$ cat src/rtl/arb4_rr.sv
// Four-requester round-robin arbiter driving the mux4 select for a shared bus.
// Latency: request sampled in IDLE -> grant/select registered on the next edge;
//          release (done or dropped req) -> grant cleared on the same edge.
// Backpressure: none; an owner holds the bus until done, dropped req or watchdog.
//
// Ports:
//   clk      rising-edge clock
//   reset    synchronous, active-high
//   req      request lines, bit i = requester i
//   done     owner finished its transfer (only looked at while granted)
//   grant    registered one-hot grant, zero when nobody owns the bus
//   select   index of current/last owner, steers mux4
//   busy     high while a grant is outstanding (|grant)
//   timeout  one-cycle pulse after the watchdog forced a release
module arb4_rr #(
  parameter int TIMEOUT  = 15,  // max hold cycles; 0 disables the watchdog
  parameter int CNT_BITS = 4    // 2**CNT_BITS must exceed TIMEOUT
) (
  input  logic       clk,
  input  logic       reset,
  input  logic [3:0] req,
  input  logic       done,
  output logic [3:0] grant,
  output logic [1:0] select,
  output logic       busy,
  output logic       timeout
);

  localparam logic [1:0] IDLE  = 2'd0;
  localparam logic [1:0] GRANT = 2'd1;

  // Last counter value an owner may reach before the watchdog fires.
  localparam logic [CNT_BITS-1:0] CNT_LAST =
    (TIMEOUT > 0) ? CNT_BITS'(TIMEOUT - 1) : '0;

  logic [1:0]          state;
  logic [1:0]          last;    // most recent owner; lowest priority next time
  logic [CNT_BITS-1:0] cnt;

  logic [1:0] win;
  logic       win_vld;
  logic       rel;
  logic       wd_hit;

  // Rotating priority scan starting just after the last owner. The 2-bit
  // sum wraps naturally, so k=4 lands back on the last owner itself.
  always_comb begin
    win     = '0;
    win_vld = 1'b0;
    for (int k = 1; k <= 4; k++) begin
      if (!win_vld && req[last + 2'(k)]) begin
        win     = last + 2'(k);
        win_vld = 1'b1;
      end
    end
  end

  assign rel    = done | ~req[last];
  assign wd_hit = (TIMEOUT > 0) && (cnt == CNT_LAST);

  always_ff @(posedge clk) begin
    if (reset) begin
      state   <= IDLE;
      grant   <= '0;
      select  <= '0;
      last    <= 2'd3;
      cnt     <= '0;
      timeout <= 1'b0;
    end else begin
      timeout <= 1'b0;
      case (state)
        IDLE: begin
          if (win_vld) begin
            grant  <= 4'b0001 << win;
            select <= win;
            last   <= win;
            cnt    <= '0;
            state  <= GRANT;
          end
        end
        GRANT: begin
          // A normal release takes precedence over the watchdog on the same
          // cycle, so no timeout pulse is raised in that case.
          if (rel) begin
            grant <= '0;
            state <= IDLE;
          end else if (wd_hit) begin
            grant   <= '0;
            timeout <= 1'b1;
            state   <= IDLE;
          end else if (TIMEOUT > 0) begin
            // Leaving at CNT_LAST means the counter never passes it.
            cnt <= cnt + 1'b1;
          end
        end
        default: begin
          grant <= '0;
          state <= IDLE;
        end
      endcase
    end
  end

  assign busy = |grant;

endmodule

$ cat config.mk
export PLATFORM = sky130hd
export DESIGN_NAME = arb4_rr
export DESIGN_NICKNAME = d
export VERILOG_FILES = /design/src/rtl/arb4_rr.sv
export SDC_FILE = /design/constraint.sdc
export NUM_CORES = 1
export LEC_CHECK = 0
export BUFFER_PORTS_ARGS = -buffer_cell sky130_fd_sc_hd__buf_4
export CORE_MARGIN = 2
export CORE_UTILIZATION = 30
export CTS_BUF_LIST = sky130_fd_sc_hd__clkbuf_4 sky130_fd_sc_hd__clkbuf_8
export DETAILED_ROUTE_END_ITERATION = 10
export GPL_ROUTABILITY_DRIVEN = 0
export HOLD_SLACK_MARGIN = 0.05
export PLACE_DENSITY = 0.53
export SYNTH_ARGS = -nofsm -noshare
export SYNTH_HDL_FRONTEND = slang
export SYNTH_SLANG_ARGS = --single-unit
$ cat constraint.sdc
create_clock -name clk -period 3.45 [get_ports clk]
set_input_delay 1.035 -clock clk [delete_from_list [all_inputs] [get_ports clk]]
set_output_delay 1.035 -clock clk [all_outputs]
set_load 0.03 [all_outputs]
---- Word level (Yosys, flattened, before mapping) ----
Cells that the tools add are included.
storage, ports and cells
  register bits ........................... 15
  input bits .............................. 7
  output and inout bits ................... 8
  logic and storage cells ................. 66
operators by class
  add/sub/neg operators ................... 4
  magnitude comparators ................... 4
  equality and inequality tests ........... 6
  shift operators ......................... 1
  multiplexer cells ....................... 29
  bitwise logic cells ..................... 3
  reduce and logical (&&, ||, !) cells .... 13
operators by type and width
  kind                                                         number
  two-way mux 4 bit                                            6
  case mux 4 bit (2 select lines)                              2
  two-way mux 2 bit                                            7
  less-than comparator 2 x 3 -> 1 bit (second input constant)  4
  two-way mux 1 bit                                            9
  binary-select mux 1 bit (select 2 bit)                       4
  != test 2 bit (second input constant)                        3
  adder 2 bit (second input constant)                          2
  adder 4 x 1 -> 4 bit (second input constant)                 1
  equality test 4 bit (second input constant)                  1
  case mux 2 bit (2 select lines)                              1
  AND reduction 2 bit                                          2
  AND reduction 4 bit                                          1
  OR reduction 4 bit                                           1
  << shifter 1 x 2 -> 4 bit (first input constant)             1
  logical AND 1 bit                                            3
  logical NOT 1 bit                                            3
  != test 3 bit (second input constant)                        1
  OR reduction 3 bit                                           1
  adder 2 x 1 -> 2 bit (second input constant)                 1
  equality test 2 x 1 -> 1 bit (second input constant)         1
  logical NOT 2 bit                                            1
  NOT 1 bit                                                    2
  nonzero test 2 bit                                           1
  bitwise OR 1 bit                                             1

---- Depth between registers and ports, before layout ----
  depth after elaboration ................. 16
  gate-level depth with buffers ........... 6
  depth with buffers taken out ............ 6

---- Worst setup path before layout ----
No wires, ideal clock.
  kind .................................... input to register
  from .................................... in done
  to ...................................... reg cnt[0]
  library setup time ...................... 0.121 ns
  arrival time ............................ 2.135 ns
  required time ........................... 3.329 ns
  setup slack ............................. 1.194 ns
  cell stages on the path ................. 4
  path buffers ............................ 0
  path through ............................ or3b_1 o32a_4 nor2_1 mux2_2
between the ends
  longest elaborated chain between the ends .. 3
ends and longest elaborated chain
  item                           RTL line  source
  from (decl)                    22        input logic done,
  bitwise OR 1 bit               58        assign rel = done | ~req[last];
  != test 2 bit (no line)        --
  AND reduction 4 bit (no line)  --
  to (signal assigned)           93        cnt <= cnt + 1'b1;
  to (decl)                      38        logic [CNT_BITS-1:0] cnt;
Every way passes these cells.
A chain may end at the register's enable or synchronous reset.

---- Worst setup path in the final report ----
  from .................................... reg grant[1]
  to ...................................... out busy
between the ends
  longest elaborated chain between the ends .. 1
ends and longest elaborated chain
  item                    RTL line  source
  from (decl)             23        output logic [3:0] grant,
  from (signal assigned)  74        grant <= 4'b0001 << win;
  OR reduction 4 bit      104       assign busy = |grant;
  to (decl)               25        output logic busy,
Every way passes these cells.

==> metrics <==
total detailed-routing wirelength 1584 µm; Port Buf Inserts 14; ratio of cells with drive above 1 in the final layout 0.2340; H-tree level count 1; Iter 0 DRT Violations 25; sum of negative setup slack 0 ns; average wire per cell in the routed design 12.98 µm; First-pass DRT Iterations 4; startpoint type of the worst setup path flop; Fmax achieved 423.3 MHz; unrepaired setup endpoints after global routing no; aggregate global routing overflow 0; endpoint of the most critical register-to-register path cnt[0]; cell accounting for the most synthesized area dfxtp_1; CTS Buf Count 3; slew margin rel. 0.7217; worst supply voltage drop on vdd 0.1929 mV; utilization of the core after routing 0.3882; total count of max-transition violations in the final report 0; area share of xor/xnor cells in the synthesized design 0; setup slack, reg-to-reg 1.65 ns; r2r worst-path depth 4; total instance count after detailed placement 119; cell types with the largest area share after synthesis dfxtp_1, o2bb2ai_1, a21oi_1; run status complete, no violations; library cell used as clock root buffer clkbuf_4; max incr delay on CP 0.52 ns; family with the most delay on the worst path simple AND/OR/NAND/NOR gates; pin count of the biggest net entering global routing 16; number of antenna repair diodes 0; Post-CTS Hold Fix Bufs 0; adder and majority cell fraction of the synthesized area 0.03497; DR vias/cell 5.516; Design Area, Final 867.1 µm²; average cell area after synthesis 9.059 µm²; max-capacitance violation count 0; Worst Hold Launch select[1]; I/O pin count 15; cell chain of the critical path or4_1 > buf_4; Ys Warns 0; clock sink total 14; Leakage Power 0.0003465 µW; post_cts resized 0; overall die area 2792 µm²; post-synthesis compound-gate area fraction 0.2535; arrival time at the worst endpoint 1.33 ns; Worst EP required 2.41 ns; via count of the first global-routing pass 598; Final Net Count 105; Core ar. 2233 µm²; Setup Buffers After CTS 0; fin cells 122; remaining antenna violation count 0; element type at the critical path end output pin; global-route usage over all layers 0.1387; wire length of the first global-routing pass 2773 µm; portion of the post-synthesis area used by sequential elements 0.3916; Die Span X 52.84 µm; TritonCTS clock tree yes; cell at the slowest stage of the critical path or4_1; Post-Syn Area 715.7 µm²; number of antenna violations at the first check in global routing 0; worst slew pin tran 0.4159 ns; remaining routing DRC violations 0; min Tclk post-route 2.362 ns; effective utilization at floorplan 0.3204; worst-case clock buffer depth 2; vias 673; number of distinct library cells after synthesis 34; Synthesized Nets 88; multiplexer area fraction after synthesis 0.04371; half-perimeter wire length of the detailed placement result 1151 µm; Setup Skew 0.009334 ns; Hold Path Class reg -> reg; worst r2r src last[1]; DIE HEIGHT 52.84 µm; share of the synthesized area in the top cell type 0.3916; final setup violation count 0; buffering stage count on the worst path with inverters included 1; share of the cycle needed by the critical path after routing 0.6847; synth-to-layout area growth 21.15%; number of rows created at floorplan 17; simple-gate share of the synthesized area 0.2448; Area after DPL 844.6 µm²; post-synthesis cell count 79; dominant combinational cell family by area after synthesis compound AO/OA/AOI/OAI gates; largest fanout of any net on the critical path 3; type of the worst setup path reg -> out; clock-pin slew on the worst setup and hold paths 0.09 ns; Min-Delay Endpoint select[1]; flops & latches, synth 14; final hold violations 0; clk_lat worst skew 0.28 ns; count of cells along the worst hold path 2; final total power 373.8 µW; total power divided by cell area 431.0 nW/µm²
-- how the worst max path moves through the flow --
stage / end / cells after the start / slack (ns) / from
after detailed placement: cnt[0] / 5 / 1.00 / done
after CTS: busy / 2 / 1.08 / grant[1]
after global routing: busy / 2 / 1.02 / grant[1]
after floorplan: cnt[0] / 4 / 1.19 / done
after global placement: cnt[0] / 5 / 0.98 / done
final: busy / 2 / 1.09 / grant[1]
-- synthesized netlist by cell type --
cell,count
o31ai_2,1
ha_1,2
nor2b_1,1
o32a_4,1
o221ai_1,1
mux2i_1,2
nand4_1,1
nor2_1,5
a21o_1,1
nand2b_1,3
mux2_2,1
nor3_1,4
o21ba_2,1
o311ai_0,1
clkbuf_1,1
o41ai_1,1
inv_1,3
o21bai_1,1
and3_1,1
o21ai_0,1
nand3_1,1
or3_1,2
o221a_2,1
or4_1,2
or3b_1,1
nand3b_1,2
dfxtp_1,14
nor4_1,2
a31oi_1,1
a21oi_1,6
a211oi_1,1
buf_4,1
nand2_1,8
o2bb2ai_1,4
-- state kept, by name, summed over array words and instances (netlist names) --
name / flops
cnt: 4
grant: 4
last: 2
select: 2
state: 1
timeout: 1
-- logic make-up after synthesis --
| family | after synthesis |
|---|---|
| simple gates | 33 |
| flops | 14 |
| compound gates | 22 |
| mux | 3 |
| fa+ha+maj | 2 |
| buf+inv | 5 |
-- layer usage --
layer  GRT usage  vias to the layer above  share of wire
li1            -                      334              -
met1      0.1876                      315           0.51
met2      0.1979                       20           0.42
met3     0.02571                        4          0.049
met4     0.08974                        0          0.021
met5           0                        -              0
-- layout make-up --
cell class | count | area [µm²]
multi-input combinational | 60 | 412.9
sequential | 14 | 280.3
fill | 243 | 1366
tap | 28 | 35.03
inverter | 3 | 11.26
clock buffer | 3 | 22.52
timing repair buffer | 14 | 105.1
-- metrics by stage --
| step | setup slack (ns) | hold WS (ns) |
|---|---|---|
| floorplan | 1.194 | 0.4655 |
| global placement | 0.9815 | 0.4450 |
| detailed placement | 1.003 | 0.4519 |
| CTS | 1.076 | 0.4644 |
| global route | 1.017 | 0.4953 |
| finish | 1.088 | 0.4597 |
-- layout by cell type (no fill, tap or decap), types with 2 or more instances in the layout --
cell and count:
mux2i_1 2, or4_1 2, or3_1 2, clkbuf_4 3
buf_4 14, nor4_1 2, inv_1 3, nand2b_1 3
a21oi_1 6, o2bb2ai_1 4, ha_1 2, nor3_1 4
dfxtp_1 14, nand3b_1 2, nor2_1 5, nand2_1 8
-- power breakdown --
group          internal [µW]  switching, µW
clock                   40.5           54.5
combinational           38.3           54.7
sequential               173           12.8
-- worst reg2reg max path: cells and delay by family (launching register included) --
kind               cells  cell delay, ns
and+or+nand+nor        1            0.19
DFF                    1            0.50
AOI/OAI and AO/OA      1            0.43
muxes                  2            0.56
Note: power is estimated with default switching activity, not from simulation.
